### src/rtl/fetch_redirect_if.sv
// fetch_redirect_if: bundle between the execute stage, the fetch redirect
// unit and the PC block. The execute side (master) drives the resolution
// inputs and observes the redirect outputs. The redirect unit is the slave.
// Optional macro FETCH_REDIRECT_PERF_CNT_EN adds two performance counters.
interface fetch_redirect_if #(
    parameter int PC_WIDTH  = 32,
    parameter int CNT_WIDTH = 32
);
    // Execute-stage resolution
    logic                ex_valid_in;
    logic                ex_is_branch_in;
    logic                ex_is_jal_in;
    logic                ex_is_jalr_in;
    logic                ex_br_taken_in;
    logic [PC_WIDTH-1:0] ex_target_in;

    // Redirect towards PC / fetch
    logic                pc_sel_out;
    logic [PC_WIDTH-1:0] pc_new_out;
    logic                flush_out;
    logic                misalign_out;
    logic                busy_out;

`ifdef FETCH_REDIRECT_PERF_CNT_EN
    logic [CNT_WIDTH-1:0] redirect_cnt_out;
    logic [CNT_WIDTH-1:0] flush_cnt_out;

    modport master (
        output ex_valid_in, ex_is_branch_in, ex_is_jal_in, ex_is_jalr_in,
               ex_br_taken_in, ex_target_in,
        input  pc_sel_out, pc_new_out, flush_out, misalign_out, busy_out,
               redirect_cnt_out, flush_cnt_out
    );

    modport slave (
        input  ex_valid_in, ex_is_branch_in, ex_is_jal_in, ex_is_jalr_in,
               ex_br_taken_in, ex_target_in,
        output pc_sel_out, pc_new_out, flush_out, misalign_out, busy_out,
               redirect_cnt_out, flush_cnt_out
    );
`else
    modport master (
        output ex_valid_in, ex_is_branch_in, ex_is_jal_in, ex_is_jalr_in,
               ex_br_taken_in, ex_target_in,
        input  pc_sel_out, pc_new_out, flush_out, misalign_out, busy_out
    );

    modport slave (
        input  ex_valid_in, ex_is_branch_in, ex_is_jal_in, ex_is_jalr_in,
               ex_br_taken_in, ex_target_in,
        output pc_sel_out, pc_new_out, flush_out, misalign_out, busy_out
    );
`endif

endinterface : fetch_redirect_if

### src/rtl/fetch_redirect_unit.sv
// fetch_redirect_unit: resolves execute-stage branches/jumps into a
// registered one-cycle PC redirect pulse. After each redirect it raises
// flush_out for FLUSH_DEPTH cycles so wrong-path instructions are killed.
// Requests that arrive while a redirect/flush is in progress are wrong-path
// and are ignored. A target with bit 1 set is reported on misalign_out
// instead of being redirected to.
// Optional macro FETCH_REDIRECT_PERF_CNT_EN adds saturating redirect and
// flush-cycle counters.
module fetch_redirect_unit #(
    parameter int PC_WIDTH    = 32,
    parameter int FLUSH_DEPTH = 3,   // 1..15
    parameter int CNT_WIDTH   = 32
) (
    input  logic               clk,
    input  logic               rst,
    fetch_redirect_if.slave    bus
);

    localparam int FC_WIDTH = 4;
    localparam logic [FC_WIDTH-1:0] FLUSH_LOAD = FC_WIDTH'(FLUSH_DEPTH - 1);

    typedef enum logic [1:0] {
        S_IDLE     = 2'd0,
        S_REDIRECT = 2'd1,
        S_FLUSH    = 2'd2
    } state_e;

    state_e                state_q;
    logic                  pc_sel_q;
    logic [PC_WIDTH-1:0]   pc_new_q;
    logic                  flush_q;
    logic                  misalign_q;
    logic [FC_WIDTH-1:0]   flush_cnt_q;

    logic [PC_WIDTH-1:0]   eff_tgt;
    logic                  is_cf;
    logic                  req;

    // Effective target and redirect request from the execute stage.
    // NOTE: every signal written here gets a default first so no latch is inferred.
    always_comb begin
        eff_tgt = bus.ex_target_in;
        // JALR has priority over JAL/branch and always clears bit 0.
        if (bus.ex_is_jalr_in) begin
            eff_tgt[0] = 1'b0;
        end
        is_cf = bus.ex_is_jalr_in
              | bus.ex_is_jal_in
              | (bus.ex_is_branch_in & bus.ex_br_taken_in);
        req   = bus.ex_valid_in & is_cf & (state_q == S_IDLE);
    end

    // Redirect FSM with registered outputs: IDLE -> REDIRECT -> FLUSH -> IDLE.
    // NOTE: sequential state uses non-blocking assignments only, so every
    // flop samples the pre-edge values regardless of statement order.
    always_ff @(posedge clk or posedge rst) begin
        if (rst) begin
            state_q     <= S_IDLE;
            pc_sel_q    <= 1'b0;
            pc_new_q    <= '0;
            flush_q     <= 1'b0;
            misalign_q  <= 1'b0;
            flush_cnt_q <= '0;
        end else begin
            // Misalignment is a single-cycle pulse.
            misalign_q <= 1'b0;
            unique case (state_q)
                S_IDLE: begin
                    pc_sel_q <= 1'b0;
                    flush_q  <= 1'b0;
                    if (req) begin
                        if (eff_tgt[1]) begin
                            // Misaligned target: report it, no redirect.
                            misalign_q <= 1'b1;
                        end else begin
                            state_q     <= S_REDIRECT;
                            pc_sel_q    <= 1'b1;
                            pc_new_q    <= eff_tgt;
                            flush_q     <= 1'b1;
                            flush_cnt_q <= FLUSH_LOAD;
                        end
                    end
                end
                S_REDIRECT: begin
                    // Redirect pulse lasts exactly one cycle. pc_new_q holds.
                    pc_sel_q <= 1'b0;
                    if (FLUSH_DEPTH > 1) begin
                        state_q <= S_FLUSH;
                        flush_q <= 1'b1;
                    end else begin
                        state_q <= S_IDLE;
                        flush_q <= 1'b0;
                    end
                end
                S_FLUSH: begin
                    pc_sel_q    <= 1'b0;
                    flush_cnt_q <= flush_cnt_q - 1'b1;
                    // Counter reaching one marks the last flush cycle.
                    if (flush_cnt_q <= FC_WIDTH'(1)) begin
                        state_q     <= S_IDLE;
                        flush_q     <= 1'b0;
                        flush_cnt_q <= '0;
                    end else begin
                        flush_q <= 1'b1;
                    end
                end
                default: begin
                    state_q     <= S_IDLE;
                    pc_sel_q    <= 1'b0;
                    flush_q     <= 1'b0;
                    flush_cnt_q <= '0;
                end
            endcase
        end
    end

    assign bus.pc_sel_out   = pc_sel_q;
    assign bus.pc_new_out   = pc_new_q;
    assign bus.flush_out    = flush_q;
    assign bus.misalign_out = misalign_q;
    assign bus.busy_out     = (state_q != S_IDLE);

`ifdef FETCH_REDIRECT_PERF_CNT_EN
    logic [CNT_WIDTH-1:0] redirect_cnt_q;
    logic [CNT_WIDTH-1:0] flush_cyc_cnt_q;

    // Saturating perf counters: one count per REDIRECT entry and per flush cycle.
    always_ff @(posedge clk or posedge rst) begin
        if (rst) begin
            redirect_cnt_q  <= '0;
            flush_cyc_cnt_q <= '0;
        end else begin
            if ((state_q == S_REDIRECT) && (redirect_cnt_q != '1)) begin
                redirect_cnt_q <= redirect_cnt_q + 1'b1;
            end
            if (flush_q && (flush_cyc_cnt_q != '1)) begin
                flush_cyc_cnt_q <= flush_cyc_cnt_q + 1'b1;
            end
        end
    end

    assign bus.redirect_cnt_out = redirect_cnt_q;
    assign bus.flush_cnt_out    = flush_cyc_cnt_q;
`endif

endmodule : fetch_redirect_unit

### src/flat_wrapper.sv
// flat-port wrapper written by rule: the top's interface ports become plain ports
module fetch_redirect_unit_flat 
#(
    parameter int PC_WIDTH    = 32,
    parameter int FLUSH_DEPTH = 3,           
    parameter int CNT_WIDTH   = 32
)
  (clk, rst, bus_ex_valid_in, bus_ex_is_branch_in, bus_ex_is_jal_in, bus_ex_is_jalr_in, bus_ex_br_taken_in, bus_ex_target_in, bus_pc_sel_out, bus_pc_new_out, bus_flush_out, bus_misalign_out, bus_busy_out);
  fetch_redirect_if #(.PC_WIDTH(PC_WIDTH), .CNT_WIDTH(CNT_WIDTH)) bus_i ();
  input  logic clk;
  input  logic rst;
  input wire logic [$bits(bus_i.ex_valid_in)-1:0] bus_ex_valid_in;
  input wire logic [$bits(bus_i.ex_is_branch_in)-1:0] bus_ex_is_branch_in;
  input wire logic [$bits(bus_i.ex_is_jal_in)-1:0] bus_ex_is_jal_in;
  input wire logic [$bits(bus_i.ex_is_jalr_in)-1:0] bus_ex_is_jalr_in;
  input wire logic [$bits(bus_i.ex_br_taken_in)-1:0] bus_ex_br_taken_in;
  input wire logic [$bits(bus_i.ex_target_in)-1:0] bus_ex_target_in;
  output wire logic [$bits(bus_i.pc_sel_out)-1:0] bus_pc_sel_out;
  output wire logic [$bits(bus_i.pc_new_out)-1:0] bus_pc_new_out;
  output wire logic [$bits(bus_i.flush_out)-1:0] bus_flush_out;
  output wire logic [$bits(bus_i.misalign_out)-1:0] bus_misalign_out;
  output wire logic [$bits(bus_i.busy_out)-1:0] bus_busy_out;
  assign bus_i.ex_valid_in = bus_ex_valid_in;
  assign bus_i.ex_is_branch_in = bus_ex_is_branch_in;
  assign bus_i.ex_is_jal_in = bus_ex_is_jal_in;
  assign bus_i.ex_is_jalr_in = bus_ex_is_jalr_in;
  assign bus_i.ex_br_taken_in = bus_ex_br_taken_in;
  assign bus_i.ex_target_in = bus_ex_target_in;
  assign bus_pc_sel_out = bus_i.pc_sel_out;
  assign bus_pc_new_out = bus_i.pc_new_out;
  assign bus_flush_out = bus_i.flush_out;
  assign bus_misalign_out = bus_i.misalign_out;
  assign bus_busy_out = bus_i.busy_out;
  fetch_redirect_unit #(.PC_WIDTH(PC_WIDTH), .FLUSH_DEPTH(FLUSH_DEPTH), .CNT_WIDTH(CNT_WIDTH)) u_core (.clk(clk), .rst(rst), .bus(bus_i));
endmodule
### config.mk
export PLATFORM = sky130hd
export DESIGN_NAME = fetch_redirect_unit_flat
export DESIGN_NICKNAME = d
export VERILOG_FILES = /design/src/rtl/fetch_redirect_if.sv /design/src/rtl/fetch_redirect_unit.sv /design/src/flat_wrapper.sv
export SDC_FILE = /design/constraint.sdc
export NUM_CORES = 1
export LEC_CHECK = 0
export BUFFER_PORTS_ARGS = -buffer_cell sky130_fd_sc_hd__buf_4
export CAP_MARGIN = 25
export CORE_ASPECT_RATIO = 0.5
export CORE_MARGIN = 2
export CORE_UTILIZATION = 42
export DETAILED_ROUTE_END_ITERATION = 7
export GPL_TIMING_DRIVEN = 0
export PLACE_DENSITY = 0.75
export SETUP_SLACK_MARGIN = 0.1
export SKIP_CTS_REPAIR_TIMING = 1
export SYNTH_ARGS = -nofsm -noshare
export SYNTH_HDL_FRONTEND = slang
export SYNTH_SLANG_ARGS = --single-unit
export TNS_END_PERCENT = 30
### constraint.sdc
create_clock -name clk -period 1.5 [get_ports clk]
set_clock_uncertainty 0.05 [all_clocks]
set_input_delay 0.075 -clock clk [delete_from_list [all_inputs] [get_ports clk]]
set_output_delay 0.075 -clock clk [all_outputs]
set_load 0.005 [all_outputs]
Yosys cells after proc, flatten, opt, wreduce, memory -nomap -nowiden:

Cells that the tools add are included.

* bits of input ports: 39
* register bits after elaboration: 40

* $add $sub $neg: 1
* order comparisons: 1
* muxes and demuxes: 17
* equal/unequal tests: 5
* reduce and logical (&&, ||, !) cells: 5
* bitwise logic cells: 7

Operator list (number)
* $mux 4: 3
* $pmux 4 s3: 1
* $reduce_and 3->1: 3
* $mux 1: 8
* $mux 2: 3
* $pmux 2 s3: 1
* $le 4x1->1 const B: 1
* $ne 2x1->1 const B: 2
* $sub 4x1->4 const B: 1
* $and 1x1->1: 3
* $pmux 1 s3: 1
* $eq 2x1->1 const B: 1
* $eq 2x2->1 const B: 1
* $logic_not 2->1: 1
* $ne 2x2->1 const B: 1
* $not 1->1: 2
* $or 1x1->1: 2
* $reduce_bool 2->1: 1

Longest topological paths before layout:

Gate-level depths: netlist (run 1).

* depth after elaboration: 6
* depth in mapped cells: 5

Worst setup path after synthesis (run 1):

No wires, ideal clock.

* path type: reg-to-reg
* from: register u_core.flush_cnt_q[0]
* to: register u_core.flush_cnt_q[2]
* required time: 1.301 ns
* path buffers: 0
* stages on the path, launching flop included: 6
* data arrival time: 1.255 ns
* slack: 0.046 ns
* library setup time: 0.149 ns
* cells stage by stage: dfrtp_1 > inv_1 > ha_1 > nor2_1 > o31ai_1 > o221ai_1

* longest elaborated chain between the ends: 3
* elaborated cells on any way between the ends: 4
* those cells by class: add/sub: 1; order compare: 1; mux: 2

RTL lines
* start, declared: line fetch_redirect_unit.sv:33 `logic [FC_WIDTH-1:0] flush_cnt_q;`
* start signal, assigned: line fetch_redirect_unit.sv:97 `flush_cnt_q <= flush_cnt_q - 1'b1;`
* $sub 4x1->4 or $le 4x1->1 (tied branches): line fetch_redirect_unit.sv:97, fetch_redirect_unit.sv:99
* $mux 4 (*): line fetch_redirect_unit.sv:99 `if (flush_cnt_q <= FC_WIDTH'(1)) begin`
* $pmux 4 s3 (*): line fetch_redirect_unit.sv:67 `unique case (state_q)`

Every way passes the cells marked *; elsewhere a longest branch is shown, timed or not.
A chain may end at the register's enable or synchronous reset.

Worst setup path in the final report (run 1):

* from: register u_core.state_q[0]
* to: register u_core.pc_new_q[28], in the netlist u_core.bus.pc_new_out[28]

* longest elaborated chain between the ends: 3

RTL lines
* start, declared: line fetch_redirect_unit.sv:28 `state_e state_q;`
* start signal, assigned: line fetch_redirect_unit.sv:58 `state_q <= S_IDLE;`
* start signal, assigned: line fetch_redirect_unit.sv:76 `state_q <= S_REDIRECT;`
* start signal, assigned: line fetch_redirect_unit.sv:88 `state_q <= S_FLUSH;`
* $logic_not 2->1 (*): line fetch_redirect_unit.sv:50, fetch_redirect_unit.sv:67
* $and 1x1->1: line fetch_redirect_unit.sv:50 `req = bus.ex_valid_in & is_cf & (state_q == S_IDLE);`
* $reduce_and 3->1 (no line) (*)
* end signal, assigned: line fetch_redirect_unit.sv:78 `pc_new_q <= eff_tgt;`
* end, declared: line fetch_redirect_unit.sv:30 `logic [PC_WIDTH-1:0] pc_new_q;`

Marked as above.

==> results.tsv, run 1 <==
metric	value	unit
synth-simple-area-share	5.20	%
coreArea	3960	um^2
ios	75	
crit_chain	nor2_4 > nand3_4 > buf_12 > mux2_4	
avgSynthCellArea	16.1	um^2
synth_top_area_share	56.9	%
crit_required	1.61	ns
grt_start_max_net_pins	41	
drc	0	
clockPowerShare	17.6	%
cp_top_family	flip-flops	
swShare	28.0	%
outcome	finished clean	
wl_per_cell	14.3	um
vias_per_cell	4.49	
synthCells	109	
postRouteAntennaNets	0	
cpMaxStageDelayCell	dfrtp_2	
period_share	95.2	%
layout_commonest_cell	buf_4	
die_area	4750	um^2
ys.flop_type	dfrtp_1	
synth_compound_area_share	4.27	%
clkLatencyLatePin	0.28	ns
dp_hpwl	2590	um
initial_core_util	44.3	%
portBuffers	73	
async_reset_ff_share	100	%
synth_xor_area_share	0	%
htreeDepth	2	
crit_buf_inv	1	
reg2regPathDepth	4	
r2r_slack	0.07	ns
area_growth	61.7	%
clock_tree.buffer_depth	2	
cp.arrival	1.54	ns
yosysUniqueCellTypes	25	
ys_ff_latch	40	
drt-total-wl	4000	um
critPathKind	reg -> reg	
cts_num_sinks	40	
finalHoldViolCount	0	
worstMarginPinSlew	0.836	ns
antenna_found_initial	0	
design_area	2840	um^2
slew_violations	0	
muxShareOfSynthArea	26.2	%
final_cell_mix	78 x buf_4, 38 x dfrtp_1, 31 x dlygate4sd3_1, 27 x mux2_4, 7 x inv_1	
hold_class	in -> reg	
yosysTopAreaCell	dfrtp_1	
drive_above_1_share	57.8	%
synth_edf_count	0	
globalRoute.totalOverflow	0	
switchingPower	1.35	mW
die_w	95.5	um
timing.setup.tns	0	ns
worstSetupEndpoint	u_core.bus.pc_new_out[28]	
clkSlewWorstSetupHoldPaths	0.07	ns
synth_area_leaders	dfrtp_1 57%, mux2_4 23%, buf_12 3.4%	
fin_cells	279	
synth_top_family_by_area	multiplexers	
finalCriticalPeriod	1.43	ns
power_leakage	1.45	nW
slew_headroom	44.2	%
fp-row-count	16	
cp.depth	4	
grt_pass1_vias	1116	
start_kind	register	
cp_max_fo	10	
cts_buffers	5	
rsz0062_at_grt	yes	
ys_seq_area_share	56.9	%
cts_tree	yes	
routed-via-count	1254	
yosys_warnings	0	
cpPeakStageDelay	0.44	ns
place_area	2380	um^2
drt_iter0_markers	25	
grt_usage	15.1	%
reg2reg_to	u_core.bus.pc_new_out[28]	
p_int	3.47	mW
routabilityCongestion	0.716	
seq_power_share	39.8	%
setup_viol	0	
clock.fmax	0.700	GHz
dr.pass1.iters	2	
ir_worst_vdd	0.779	mV
timing.rr.start	u_core.state_q[0]	
drv_cap	0	
grt_pass1_wl	5350	um
n_antenna_cell	0	
synth_nets	150	
synth_adder_area_share	1.42	%
comb_power_share	42.6	%
dp_cells	236	
crit_start	u_core.state_q[0]	
setup.worst_path.end_class	register	
final_nets	265	
cts-root-buf	clkbuf_8	
syn_area	1760	um^2
fp.dieH	49.7	um
pwr_density_cell	1700	nW/um^2
==> stage by stage <==
stage                     worst slack (ns)  hold slack [ns]  util (%)  power [mW]
final                               0.0722           0.0145      71.7        4.82
after global routing                0.0254           0.0210      71.7        5.12
after CTS                          -0.0144          -0.0604      62.7        4.70
after detailed placement         -0.000274            0.248      60.0        3.84
after global placement             -0.0665            0.257      60.0        3.76
after floorplan                      0.153            0.174         -        2.86
==> sequential cells by signal, indices dropped and copies added (netlist names) <==
name and flops:
u_core.bus.misalign_out 1, u_core.flush_cnt_q 4, u_core.bus.flush_out 1, u_core.bus.pc_new_out 31, u_core.bus.pc_sel_out 1, u_core.state_q 2
==> worst min path at each step <==
stage	cells past startpoint	slack (ns)	from	end
floorplan	1	0.17	bus_ex_target_in[19]	u_core.bus.pc_new_out[19]
global placement	2	0.26	bus_ex_target_in[22]	u_core.bus.pc_new_out[22]
detailed placement	2	0.25	rst	u_core.bus.pc_new_out[23]
CTS	2	-0.06	rst	u_core.bus.pc_new_out[23]
global route	2	0.02	bus_ex_valid_in	u_core.bus.misalign_out
finish	2	0.01	bus_ex_valid_in	u_core.bus.misalign_out
==> logic make-up after synthesis <==
family,count (synthesis)
DFF,40
other,1
AOI/OAI and AO/OA,10
adders and majority gates,2
and+or+nand+nor,11
muxes,32
buffers and inverters,13
==> synth_stat cells (all sizes together) (2+ instances only) <==
library cell   n
dfrtp         40
mux2          31
inv            9
buf            4
nor2b          3
o221ai         3
ha             2
nand2b         2
nor2           2
o21ai          2
==> power groups by stage <==
stage               registers, mW  logic, mW  clock network (mW)
floorplan                    1.90      0.960                   0
global placement             1.88       1.88                   0
detailed placement           1.90       1.94                   0
CTS                          1.89       1.94               0.865
global route                 1.98       2.22               0.923
finish                       1.92       2.05               0.850
==> final cells by class <==
type	count	area [um^2]
plain buffers	4	67.6
clock inverters	2	35.0
flip-flops and latches	40	1000
multi-input cells	56	674
well taps	54	67.6
clock buffers	6	72.6
repair buffers	108	888
fillers	262	1120
inverters	9	33.8
==> layer usage <==
metal  GRT usage [%]  vias up  routed length, um
met3            5.05        6                143
met1            17.8      617               1550
met2            27.3       25               2230
met4            2.86        0                 68
li1                -      606                  -
met5               0        -                  0
No activity file was read; power rests on OpenSTA's default activity.
==> run 2: changes to the inputs <==
Settings changed: CORE_ASPECT_RATIO 0.5 to default.
==> run 2 against run 1 <==
Non-clock buffer count increased by 1. Hold slack got worse by 0.0065 ns. Register-to-register slack improved by 0.02 ns. Sequential power about the same. Maximum frequency increased by 1.6%. First-iteration DRC count increased by 130%. Core utilization about the same.
==> results.tsv, run 2 (synthesized netlist as in run 1, its figures left out) <==
metric	value	unit	change
outcome	finished clean		unchanged
clock_tree.buffer_depth	2		unchanged
critPathKind	reg -> reg		unchanged
wl_per_cell	14.6	um	was 14.3 um
timing.setup.tns	0	ns	unchanged
grt_usage	15.3	%	was 15.1%
clkSlewWorstSetupHoldPaths	0.07	ns	about the same
area_growth	63.1	%	was 61.7%
drt_iter0_markers	58		was 25
rsz0062_at_grt	yes		unchanged
swShare	29.0	%	was 28.0%
cp_max_fo	10		unchanged
cts_num_sinks	40		unchanged
grt_pass1_wl	5260	um	was 5350 um
drv_cap	0		unchanged
crit_required	1.62	ns	was 1.61 ns
design_area	2870	um^2	was 2840 um^2
routed-via-count	1298		was 1254
switchingPower	1.40	mW	was 1.35 mW
drt-total-wl	4020	um	was 4000 um
slew_headroom	45.0	%	was 44.2%
multi_input_area	707	um^2	was 674 um^2
drive_above_1_share	59.7	%	was 57.8%
clockPowerShare	15.1	%	was 17.6%
htreeDepth	2		unchanged
antenna_found_initial	0		unchanged
fp-row-count	23		was 16
cts_buffers	5		unchanged
ir_worst_vdd	1.00	mV	was 0.779 mV
clock.fmax	0.711	GHz	was 0.700 GHz
hold_class	in -> reg		unchanged
drc	0		unchanged
final-seq-area	1000	um^2	unchanged
slew_violations	0		unchanged
ios	75		unchanged
grt_pass1_vias	1151		was 1116
p_int	3.43	mW	was 3.47 mW
worstMarginPinSlew	0.823	ns	was 0.836 ns
dp_hpwl	2650	um	was 2590 um
coreArea	4000	um^2	was 3960 um^2
cp.arrival	1.52	ns	was 1.54 ns
finalHoldViolCount	0		unchanged
clkLatencyLatePin	0.28	ns	about the same
comb_power_share	45.6	%	was 42.6%
place_area	2370	um^2	was 2380 um^2
portBuffers	73		unchanged
power_leakage	1.45	nW	about the same
routabilityCongestion	0.697		was 0.716
dr.pass1.iters	4		was 2
n_antenna_cell	0		unchanged
initial_core_util	43.9	%	was 44.3%
period_share	93.7	%	was 95.2%
grt_start_max_net_pins	41		unchanged
pwr_density_cell	1690	nW/um^2	was 1700 nW/um^2
final_cell_mix	78 x buf_4, 38 x dfrtp_1, 31 x dlygate4sd3_1, 27 x mux2_4, 7 x inv_1		unchanged
seq_power_share	39.3	%	was 39.8%
setup_viol	0		unchanged
finalCriticalPeriod	1.41	ns	was 1.43 ns
vias_per_cell	4.70		was 4.49
n_fill_cell	266		was 262
postRouteAntennaNets	0		unchanged
die_w	68.7	um	was 95.5 um
layout_commonest_cell	buf_4		unchanged
fp.dieH	68.7	um	was 49.7 um
globalRoute.totalOverflow	0		unchanged
cts-root-buf	clkbuf_8		unchanged
largest_register_ffs	31		unchanged
setup.worst_path.end_class	register		unchanged
final_nets	266		was 265
cts_tree	yes		unchanged
die_area	4720	um^2	was 4750 um^2
start_kind	register		unchanged
==> run 2: changes by cell type in the layout (fill, tap and decap cells not counted) <==
cell,change
ha_4,+1
clkinvlp_4,+1
clkbuf_8,+1
bufinv_16,-1
buf_6,+1
o21ai_1,+1
o221ai_2,+3
o21ai_2,+1
clkinv_2,-1
o21ai_0,-2
o221ai_1,-3
ha_2,-1
==> run 2: cell type report <==
class	instances	area share (%)
repair buffers	109	31.4
clock inverters	1	0.262
plain buffers	4	2.36
clock buffers	7	3.01
well taps	50	2.18
inverters	9	1.18
multi-input cells	56	24.7
flip-flops and latches	40	35.0
==> run 2: per-stage QoR <==
| stage | std cells | util (%) | setup WS (ns) | hold slack (ns) | power, mW |
|---|---|---|---|---|---|
| 6_report | 276 | 71.7 | 0.0940 | 0.00793 | 4.84 |
| 5_1_grt | 276 | 71.7 | 0.0539 | 0.0134 | 5.15 |
| 4_1_cts | 240 | 61.7 | -0.0360 | -0.0618 | 4.60 |
| 3_5_place_dp | 232 | 59.3 | -0.0143 | 0.249 | 3.85 |
| 3_3_place_gp | 232 | 59.3 | -0.000778 | 0.257 | 3.74 |
| 2_1_floorplan | 109 | - | 0.153 | 0.174 | 2.86 |
==> run 2: layer usage <==
| layer | track usage [%] | part of all wire (%) | routed length, um |
|---|---|---|---|
| met5 | 0 | 0 | 0 |
| met4 | 5.88 | 1.0 | 42 |
| met3 | 4.06 | 5.5 | 220 |
| met2 | 27.5 | 57 | 2280 |
| met1 | 17.2 | 37 | 1480 |
==> run 2: power by group through the flow <==
stage	combinational, mW	clock, mW	sequential [mW]
detailed placement	1.94	0	1.91
floorplan	0.960	0	1.90
CTS	1.95	0.752	1.89
global route	2.38	0.808	1.97
finish	2.21	0.730	1.90
global placement	1.87	0	1.87
==> run 2: worst paths after layout <==
kind                                                 from                   endpoint  cells past startpoint  slack (ns)
worst max-delay path                    u_core.state_q[0]   u_core.bus.pc_new_out[6]                      4        0.09
worst min-delay path                      bus_ex_valid_in    u_core.bus.misalign_out                      2       0.008
worst max register to register          u_core.state_q[0]   u_core.bus.pc_new_out[6]                      4        0.09
worst min register to register  u_core.bus.pc_new_out[22]  u_core.bus.pc_new_out[22]                      1        0.46
max in group asynchronous                             rst          u_core.state_q[0]                      3        0.34
min in group asynchronous                             rst   u_core.bus.pc_new_out[9]                      3        0.49
==> run 2: worst max-delay path, stage by stage (launching register included) <==
cell and delay (ns):
dfrtp_2 0.44, nor2_4 0.15, nand3_4 0.16, buf_12 0.19, mux2_4 0.30
